`config.mk`:
```
export PLATFORM = sky130hd
export DESIGN_NAME = rf_wb_arbiter
export DESIGN_NICKNAME = d
export VERILOG_FILES = /design/src/rtl/rf_wb_arbiter.sv
export SDC_FILE = /design/constraint.sdc
export NUM_CORES = 1
export LEC_CHECK = 0
export BUFFER_PORTS_ARGS = -buffer_cell sky130_fd_sc_hd__buf_2
export CORE_UTILIZATION = 43
export CTS_CLUSTER_SIZE = 16
export DETAILED_ROUTE_END_ITERATION = 6
export PLACE_DENSITY = 0.82
export SLEW_MARGIN = 15
export SYNTH_ARGS = -nofsm -noshare
export SYNTH_HDL_FRONTEND = slang
export SYNTH_SLANG_ARGS = --single-unit
```
`constraint.sdc`:
```
create_clock -name clk -period 2.1 [get_ports clk]
set_input_delay 0.42 -clock clk [delete_from_list [all_inputs] [get_ports clk]]
set_output_delay 0.42 -clock clk [all_outputs]
set_load 0.01 [all_outputs]
```
`src/rtl/rf_wb_arbiter.sv`:
```
// Round-robin arbiter sharing the register-file write port between two
// writeback requesters, with a one-cycle staging register and read forwarding.
module rf_wb_arbiter #(
  parameter int DATA_W = 32,
  parameter int ADDR_W = 5
) (
  input  logic              clk,
  input  logic              rst,
  input  logic              wb_stall,
  input  logic              a_valid,
  output logic              a_ready,
  input  logic [ADDR_W-1:0] a_reg,
  input  logic [DATA_W-1:0] a_data,
  input  logic              b_valid,
  output logic              b_ready,
  input  logic [ADDR_W-1:0] b_reg,
  input  logic [DATA_W-1:0] b_data,
  output logic              RegWrite,
  output logic [ADDR_W-1:0] WriteReg,
  output logic [DATA_W-1:0] DataIn,
  input  logic [ADDR_W-1:0] qa_reg,
  output logic              qa_hit,
  output logic [DATA_W-1:0] qa_data,
  input  logic [ADDR_W-1:0] qb_reg,
  output logic              qb_hit,
  output logic [DATA_W-1:0] qb_data
);

  logic              last_b_q, last_b_d;
  logic              we_q, we_d;
  logic [ADDR_W-1:0] wreg_q, wreg_d;
  logic [DATA_W-1:0] data_q, data_d;
  logic              open;
  logic              gnt_a, gnt_b;

  // last_b_q set means B won the previous handshake, so A has priority
  always_comb begin
    open  = ~rst & ~wb_stall;
    gnt_a = open & a_valid & (~b_valid | last_b_q);
    gnt_b = open & b_valid & (~a_valid | ~last_b_q);
  end

  assign a_ready = gnt_a;
  assign b_ready = gnt_b;

  always_comb begin
    last_b_d = last_b_q;
    we_d     = 1'b0;
    wreg_d   = wreg_q;
    data_d   = data_q;
    if (gnt_a) begin
      last_b_d = 1'b0;
      we_d     = (a_reg != '0);
      wreg_d   = a_reg;
      data_d   = a_data;
    end else if (gnt_b) begin
      last_b_d = 1'b1;
      we_d     = (b_reg != '0);
      wreg_d   = b_reg;
      data_d   = b_data;
    end
  end

  always_ff @(posedge clk) begin
    if (rst) begin
      last_b_q <= 1'b1;
      we_q     <= 1'b0;
      wreg_q   <= '0;
      data_q   <= '0;
    end else begin
      last_b_q <= last_b_d;
      we_q     <= we_d;
      wreg_q   <= wreg_d;
      data_q   <= data_d;
    end
  end

  assign RegWrite = we_q;
  assign WriteReg = wreg_q;
  assign DataIn   = data_q;

  // staged write is not yet visible in the register file
  assign qa_hit  = we_q & (wreg_q == qa_reg) & (qa_reg != '0);
  assign qb_hit  = we_q & (wreg_q == qb_reg) & (qb_reg != '0);
  assign qa_data = qa_hit ? data_q : '0;
  assign qb_data = qb_hit ? data_q : '0;

endmodule

```
==> summary.txt, run 1 <==
Run status
  – Status: finished with violations
  – Failing checks: DRC, setup timing

Clock tree
  – # clock sinks: 39
  – CTS tree: done
  – Level count of the clock H-tree: 2
  – TritonCTS Buffers: 5
  – CTS root buf: clkbuf_8
  – Clock Tree Buf Depth: 2
  – CTS clock-pin slew for the worst setup and hold paths: 80 ps
  – Clk_lat worst skew: 290 ps

Critical path
  – Worst-case reg-to-reg path depth: 4
  – Crit Reg-Reg Startpoint: last_b_q
  – Worst EP arrival: 1900 ps
  – Worst Path Required: 1680 ps
  – Critical path fanouts, max: 10
  – Crit Reg-Reg Endpoint: DataIn[26]
  – Startpoint class of the critical path: flip-flop
  – CP Class: flip-flop to output port
  – Reg2Reg Setup Slack: 710 ps
  – Critical path capture point type: output port

Timing
  – Worst Clk Skew: 8.03 ps
  – Worst setup margin: -219 ps
  – Final Critical Period: 2320 ps
  – Final Max Tran Viols: 0
  – Hold slack: 385 ps
  – Setup TNS: -13080 ps
  – Fmax achieved: 431 MHz
  – Max-Slew Margin vs Limit: 0.724
  – Final count of negative-setup-slack endpoints: 66
  – Actual slew at the worst max-slew pin: 414 ps
  – Period utilisation layout: 1.10
  – Fin. Hold Viols: 0
  – Unrepaired setup endpoints after global routing: true

Synthesis
  – Seq cells post-synth: 39
  – Synthesized Nets: 496
  – Mean cell area of the mapped netlist: 7.16 um^2
  – Top post-synthesis cells by count: inv_1 (65), nor4_1 (60), nand3_1 (40)
  – Synth Flop Type: dfxtp_1
  – Sequential share of the synthesized area: 0.268
  – Post-synth ARST share: 0
  – Synth area leader: dfxtp_1
  – Number of synthesized flops with an enable pin: 0
  – Area contributors post-synth: dfxtp_1 (27%), nor4_1 (13%), a41o_1 (11%), inv_1 (8.4%), a31oi_1 (7.9%)
  – Syn Std Cell Area: 0.00291 mm^2
  – Post-synth cell types: 33
  – Mapped Cells: 407
  – Most common cell in the netlist: inv_1
  – Synth Warn #: 0
  – Area fraction of the dominant cell type after synthesis: 0.268

Global routing
  – Initial antenna violation count: 0
  – Largest net degree at the start of global routing: 38
  – Gr ovfl total: 0
  – GRT Total Usage: 0.319
  – Vias in the first global route: 3744
  – First-pass GRT wire length: 18300 um

Cells and area
  – Final non-filler cell total: 661
  – Antenna cells: 0
  – Nets@finish: 672
  – Layout cell share with drive strength beyond 1: 0.426
  – Multi-input logic area: 0.00172 mm^2
  – Filler cells: 554
  – Finished Cell Area: 0.00423 mm^2
  – Area Overhead vs Synth: 45.0%
  – FF/Latch Area: 785 um^2

Pwr
  – Lkg Pwr: 2.10 nW
  – Peak supply drop: 0.266 mV
  – Post-layout power: 0.00218 W
  – Pwr/cell area: 516 mW/mm^2

Route
  – Final WL: 11800 um
  – DRC viols: 16
  – DRT Pass-1 Iters: 7
  – Vias per cell: 6.18
  – Routed Antenna Nets: 0
  – WL/cell: 17.9 um
  – Number of DRC markers in iteration 0: 367
  – Via count: 4088

Min path
  – Hold Crit Start: b_data[8]
  – Hold endpoint: DataIn[8]
  – Hold crit path type: input port to flip-flop
  – Hold path depth: 3

Flow run
  – Max Cap Violations: 0

Floorplanning
  – Die H: 84.3 um
  – Initial core utilization: 0.451
  – IO Pins: 195
  – Core area: 0.00646 mm^2
  – Rows: 29
  – Die width: 84.3 um
  – Die ar.: 0.00711 mm^2

Placed design
  – Hpwl dp: 8050 um
  – Placed cells: 650
  – DP Area: 0.00399 mm^2
  – Placer Congestion: 0.880
  – PortBufs: 194
## critical path: stages, from the launching register on
cell,delay [ps]
dfxtp_2,360
or4_4,590
a21oi_4,150
buf_4,160
buf_16,140
nor4_1,60
buf_2,140
## routing by layer
| layer | GRT usage | wire length (um) |
|---|---|---|
| met1 | 0.396 | 4820 |
| met2 | 0.541 | 5470 |
| met4 | 0.119 | 316 |
| met3 | 0.0718 | 1230 |
| met5 | 0 | 0 |
## cell usage in the layout, fill, tap and decap left out, types with 2 or more instances in the layout
| cell type | instances |
|---|---|
| buf_2 | 194 |
| inv_1 | 65 |
| nor4_1 | 53 |
| nand3_1 | 39 |
| a31oi_1 | 37 |
| dfxtp_1 | 36 |
| o21ai_0 | 36 |
| a41o_1 | 33 |
| buf_4 | 18 |
| nor4_2 | 9 |
| clkbuf_8 | 6 |
| xnor2_1 | 5 |
| nor2_1 | 5 |
| nand2_1 | 4 |
| nand4_1 | 4 |
| buf_12 | 4 |
| dfxtp_2 | 3 |
| nand2b_1 | 3 |
| buf_6 | 3 |
| a21oi_4 | 2 |
| xor2_1 | 2 |
| nor3_1 | 2 |
| o21ai_1 | 2 |
| or4_1 | 2 |
## registers in the layout (all words and copies together) (netlist names)
signal	cells
DataIn	32
last_b_q	1
RegWrite	1
WriteReg	5
## where the power goes
| part | total, W | internal, W | leakage [nW] | switching [W] |
|---|---|---|---|---|
| clock network | 0.000657 | 0.000385 | 0.0612 | 0.000272 |
| registers | 0.000837 | 0.000789 | 0.321 | 0.0000488 |
| logic | 0.000686 | 0.000278 | 1.72 | 0.000408 |
| total | 0.00218 | 0.00145 | 2.10 | 0.000729 |
## worst max path at each step
stage,from,end,cells past startpoint
floorplan,qb_reg[0],qb_data[0],4
global placement,qb_reg[0],qb_data[0],6
detailed placement,qb_reg[3],qb_data[11],6
CTS,WriteReg[0],qb_data[0],6
global route,WriteReg[0],qb_data[8],5
finish,WriteReg[0],qb_data[0],6
## cell type report
| cell class | instances | area share |
|---|---|---|
| Clock buffer | 6 | 0.0195 |
| Clock inverter | 2 | 0.00829 |
| Inverter | 65 | 0.0577 |
| Multi-Input combinational cell | 251 | 0.407 |
| Sequential cell | 39 | 0.186 |
| Tap cell | 77 | 0.0228 |
| Timing Repair Buffer | 221 | 0.299 |
## logic make-up (layout without fill, tap and decap cells)
logic type / Yosys count / in the layout / synth area share
AOI/OAI and AO/OA: 115 / 115 / 0.285
DFF: 39 / 39 / 0.268
and+or+nand+nor: 129 / 129 / 0.259
buffers and inverters: 117 / 294 / 0.167
xor gates and xnor gates: 7 / 7 / 0.0210
## metrics by stage
step | util | setup slack [ps]
6_report | 0.654 | -219
5_1_grt | 0.654 | -281
4_1_cts | 0.646 | -183
3_5_place_dp | 0.617 | -63.4
3_3_place_gp | 0.617 | 13.8
2_1_floorplan | - | 141
## repair_timing
| action | CTS | global route |
|---|---|---|
| resized for setup | 9 | 9 |
| cloned | 1 | 0 |
| pin swaps | 1 | 0 |
| buffers inserted | 2 | 0 |
| hold buffers | 0 | 0 |
| setup endpoints to repair | 66 | 66 |
No activity file was read; power rests on OpenSTA's default activity.
==> inputs of run 2 (changes only) <==
--- a/config.mk
+++ b/config.mk
@@ -7,9 +7,12 @@
 export LEC_CHECK = 0
 export BUFFER_PORTS_ARGS = -buffer_cell sky130_fd_sc_hd__buf_2
 export CORE_UTILIZATION = 43
+export CTS_CLUSTER_DIAMETER = 30
 export CTS_CLUSTER_SIZE = 16
 export DETAILED_ROUTE_END_ITERATION = 6
+export HOLD_SLACK_MARGIN = 0.15
 export PLACE_DENSITY = 0.82
+export RECOVER_POWER = 50
 export SLEW_MARGIN = 15
 export SYNTH_ARGS = -nofsm -noshare
 export SYNTH_HDL_FRONTEND = slang
==> run 2 against run 1 <==
The run still ends with DRC, setup timing left. Power is 0.65% lower. Final area is 1.1% lower. Clock power hardly changed. Routed wire length is 0.19% higher. Setup slack better by 7.5 ps. Flip-flop and latch count stayed put. Critical path depth stayed put. Non-clock buffer count stayed put. Critical path type unchanged. Largest cell class unchanged.
==> summary.txt, run 2 (synthesis gave the netlist of run 1 again) <==
Timing
  – Final Critical Period: 2310 ps
  – Max-Slew Margin vs Limit: 0.507
  – Unrepaired setup endpoints after global routing: true
  – Actual slew at the worst max-slew pin: 739 ps
  – Worst setup margin: -212 ps
  – Final count of negative-setup-slack endpoints: 66
  – Fin. Hold Viols: 0
  – Fmax achieved: 433 MHz
  – Final Max Tran Viols: 0
  – Worst Clk Skew: 8.69 ps
  – Period utilisation layout: 1.10
  – Hold slack: 386 ps
  – Setup TNS: -12780 ps

Clock tree
  – Level count of the clock H-tree: 2
  – Clock Tree Buf Depth: 2
  – CTS clock-pin slew for the worst setup and hold paths: 80 ps
  – # clock sinks: 39
  – Clk_lat worst skew: 290 ps
  – CTS tree: done
  – TritonCTS Buffers: 5
  – CTS root buf: clkbuf_8

Placed design
  – Placer Congestion: 0.880
  – Placed cells: 650
  – Hpwl dp: 8050 um
  – PortBufs: 194
  – Setup WS pre-CTS: -63.4 ps

Cells and area
  – Max reg flops: 32
  – Antenna cells: 0
  – Layout cell share with drive strength beyond 1: 0.368
  – Commonest non-fill, non-tap cell in the layout: buf_2
  – Most frequent cells in the layout: buf_2 (160), inv_1 (65), nor4_1 (53)
  – Nets@finish: 672
  – Area Overhead vs Synth: 43.5%
  – Final core occ: 0.647
  – Final non-filler cell total: 661

Pwr
  – Flop pwr share: 0.387
  – Pwr/cell area: 518 mW/mm^2
  – Peak supply drop: 0.265 mV
  – Cell Int Power: 0.00144 W
  – Lkg Pwr: 1.96 nW
  – Net Switching: 0.000727 W
  – Combinational Power Share: 0.311
  – Clock power frac: 0.302
  – Sw frac: 0.336

Route
  – Vias per cell: 6.18
  – DRT Pass-1 Iters: 7
  – DRC viols: 17
  – Via count: 4086
  – WL/cell: 17.9 um
  – Number of DRC markers in iteration 0: 393
  – Final WL: 11900 um
  – Routed Antenna Nets: 0

Min path
  – Hold crit path type: input port to flip-flop
  – Hold path depth: 3
  – Hold Crit Start: b_data[6]
  – Hold endpoint: DataIn[6]

Critical path
  – Startpoint class of the critical path: flip-flop
  – Critical path capture point type: output port
  – CP Class: flip-flop to output port
  – Crit path cell chain: or4_4, a21oi_4, buf_4, buf_12, nor4_1, buf_2
  – Max stage delay on crit path: 590 ps
  – Buffers and inverters on the worst path: 3
  – Slowest-stage cell, CP: or4_4
  – Crit Reg-Reg Endpoint: DataIn[26]
  – Critical path fanouts, max: 12
  – Crit Reg-Reg Startpoint: last_b_q
  – Worst EP arrival: 1890 ps
  – Crit path max-delay family: simple AND/OR/NAND/NOR gates
  – Reg2Reg Setup Slack: 490 ps
  – Worst-case reg-to-reg path depth: 4
  – Worst Path Required: 1680 ps

Global routing
  – GRT Total Usage: 0.319
  – Largest net degree at the start of global routing: 38
  – Initial antenna violation count: 0
  – Vias in the first global route: 3744
  – Gr ovfl total: 0
  – First-pass GRT wire length: 18300 um

Floorplanning
  – Die width: 84.3 um
  – Initial core utilization: 0.451
  – Rows: 29
  – Die H: 84.3 um
  – Die ar.: 0.00711 mm^2
  – IO Pins: 195
  – Core area: 0.00646 mm^2

Run status
  – Failing checks: DRC, setup timing
  – Status: finished with violations

Flow run
  – Max Cap Violations: 0
[run 2: changes by cell type in the layout (fill, tap and decap cells not counted), sizes merged]
cell,change
buf,-35
clkbuf,+35
[run 2: timing repair]
action                                  in CTS  in global routing
gates cloned                                 1                  0
hold buffers                                 0                  0
endpoints found under the setup margin      66                 66
setup buffers                                2                  0
resized for setup                            9                  9
pin swaps                                    1                  0
[run 2: power by group through the flow]
stage	sequential (W)	combinational (W)	clock, W
floorplan	0.000861	0.000342	0
global placement	0.000849	0.000605	0
detailed placement	0.000850	0.000619	0
CTS	0.000835	0.000656	0.000664
global route	0.000844	0.000723	0.000696
finish	0.000839	0.000674	0.000654
[run 2: how the worst max path moves through the flow]
stage,depth (start not counted),from,to
finish,6,WriteReg[0],qb_data[23]
global route,5,WriteReg[0],qb_data[8]
CTS,6,WriteReg[0],qb_data[0]
detailed placement,6,qb_reg[3],qb_data[11]
global placement,6,qb_reg[0],qb_data[0]
floorplan,4,qb_reg[0],qb_data[0]
[run 2: cell type report]
type                            count  area, um^2
Clock inverter                      2        35.0
Fill cell                         575        2280
Inverter                           65         244
Sequential cell                    39         785
Clock buffer                        6        82.6
Tap cell                           77        96.3
Timing Repair Buffer              221        1220
Multi-Input combinational cell    251        1720
[run 2: worst min-delay path, delay by kind of cell]
kind | cells | cell delay [ps]
AO/OA/AOI/OAI | 1 | 70
buffers and inverters | 1 | 100
AND/OR/NAND/NOR | 1 | 50
[run 2: routing by layer]
layer / wire (um) / global-route usage
met1: 4780 / 0.396
met2: 5440 / 0.541
met3: 1290 / 0.0718
met4: 355 / 0.119
met5: 0 / 0
[run 2: through the flow]
stage / power [W] / area (um^2)
after floorplan: 0.00120 / 2910
after global placement: 0.00145 / 3990
after detailed placement: 0.00147 / 3990
after CTS: 0.00216 / 4180
after global routing: 0.00226 / 4180
final: 0.00217 / 4180
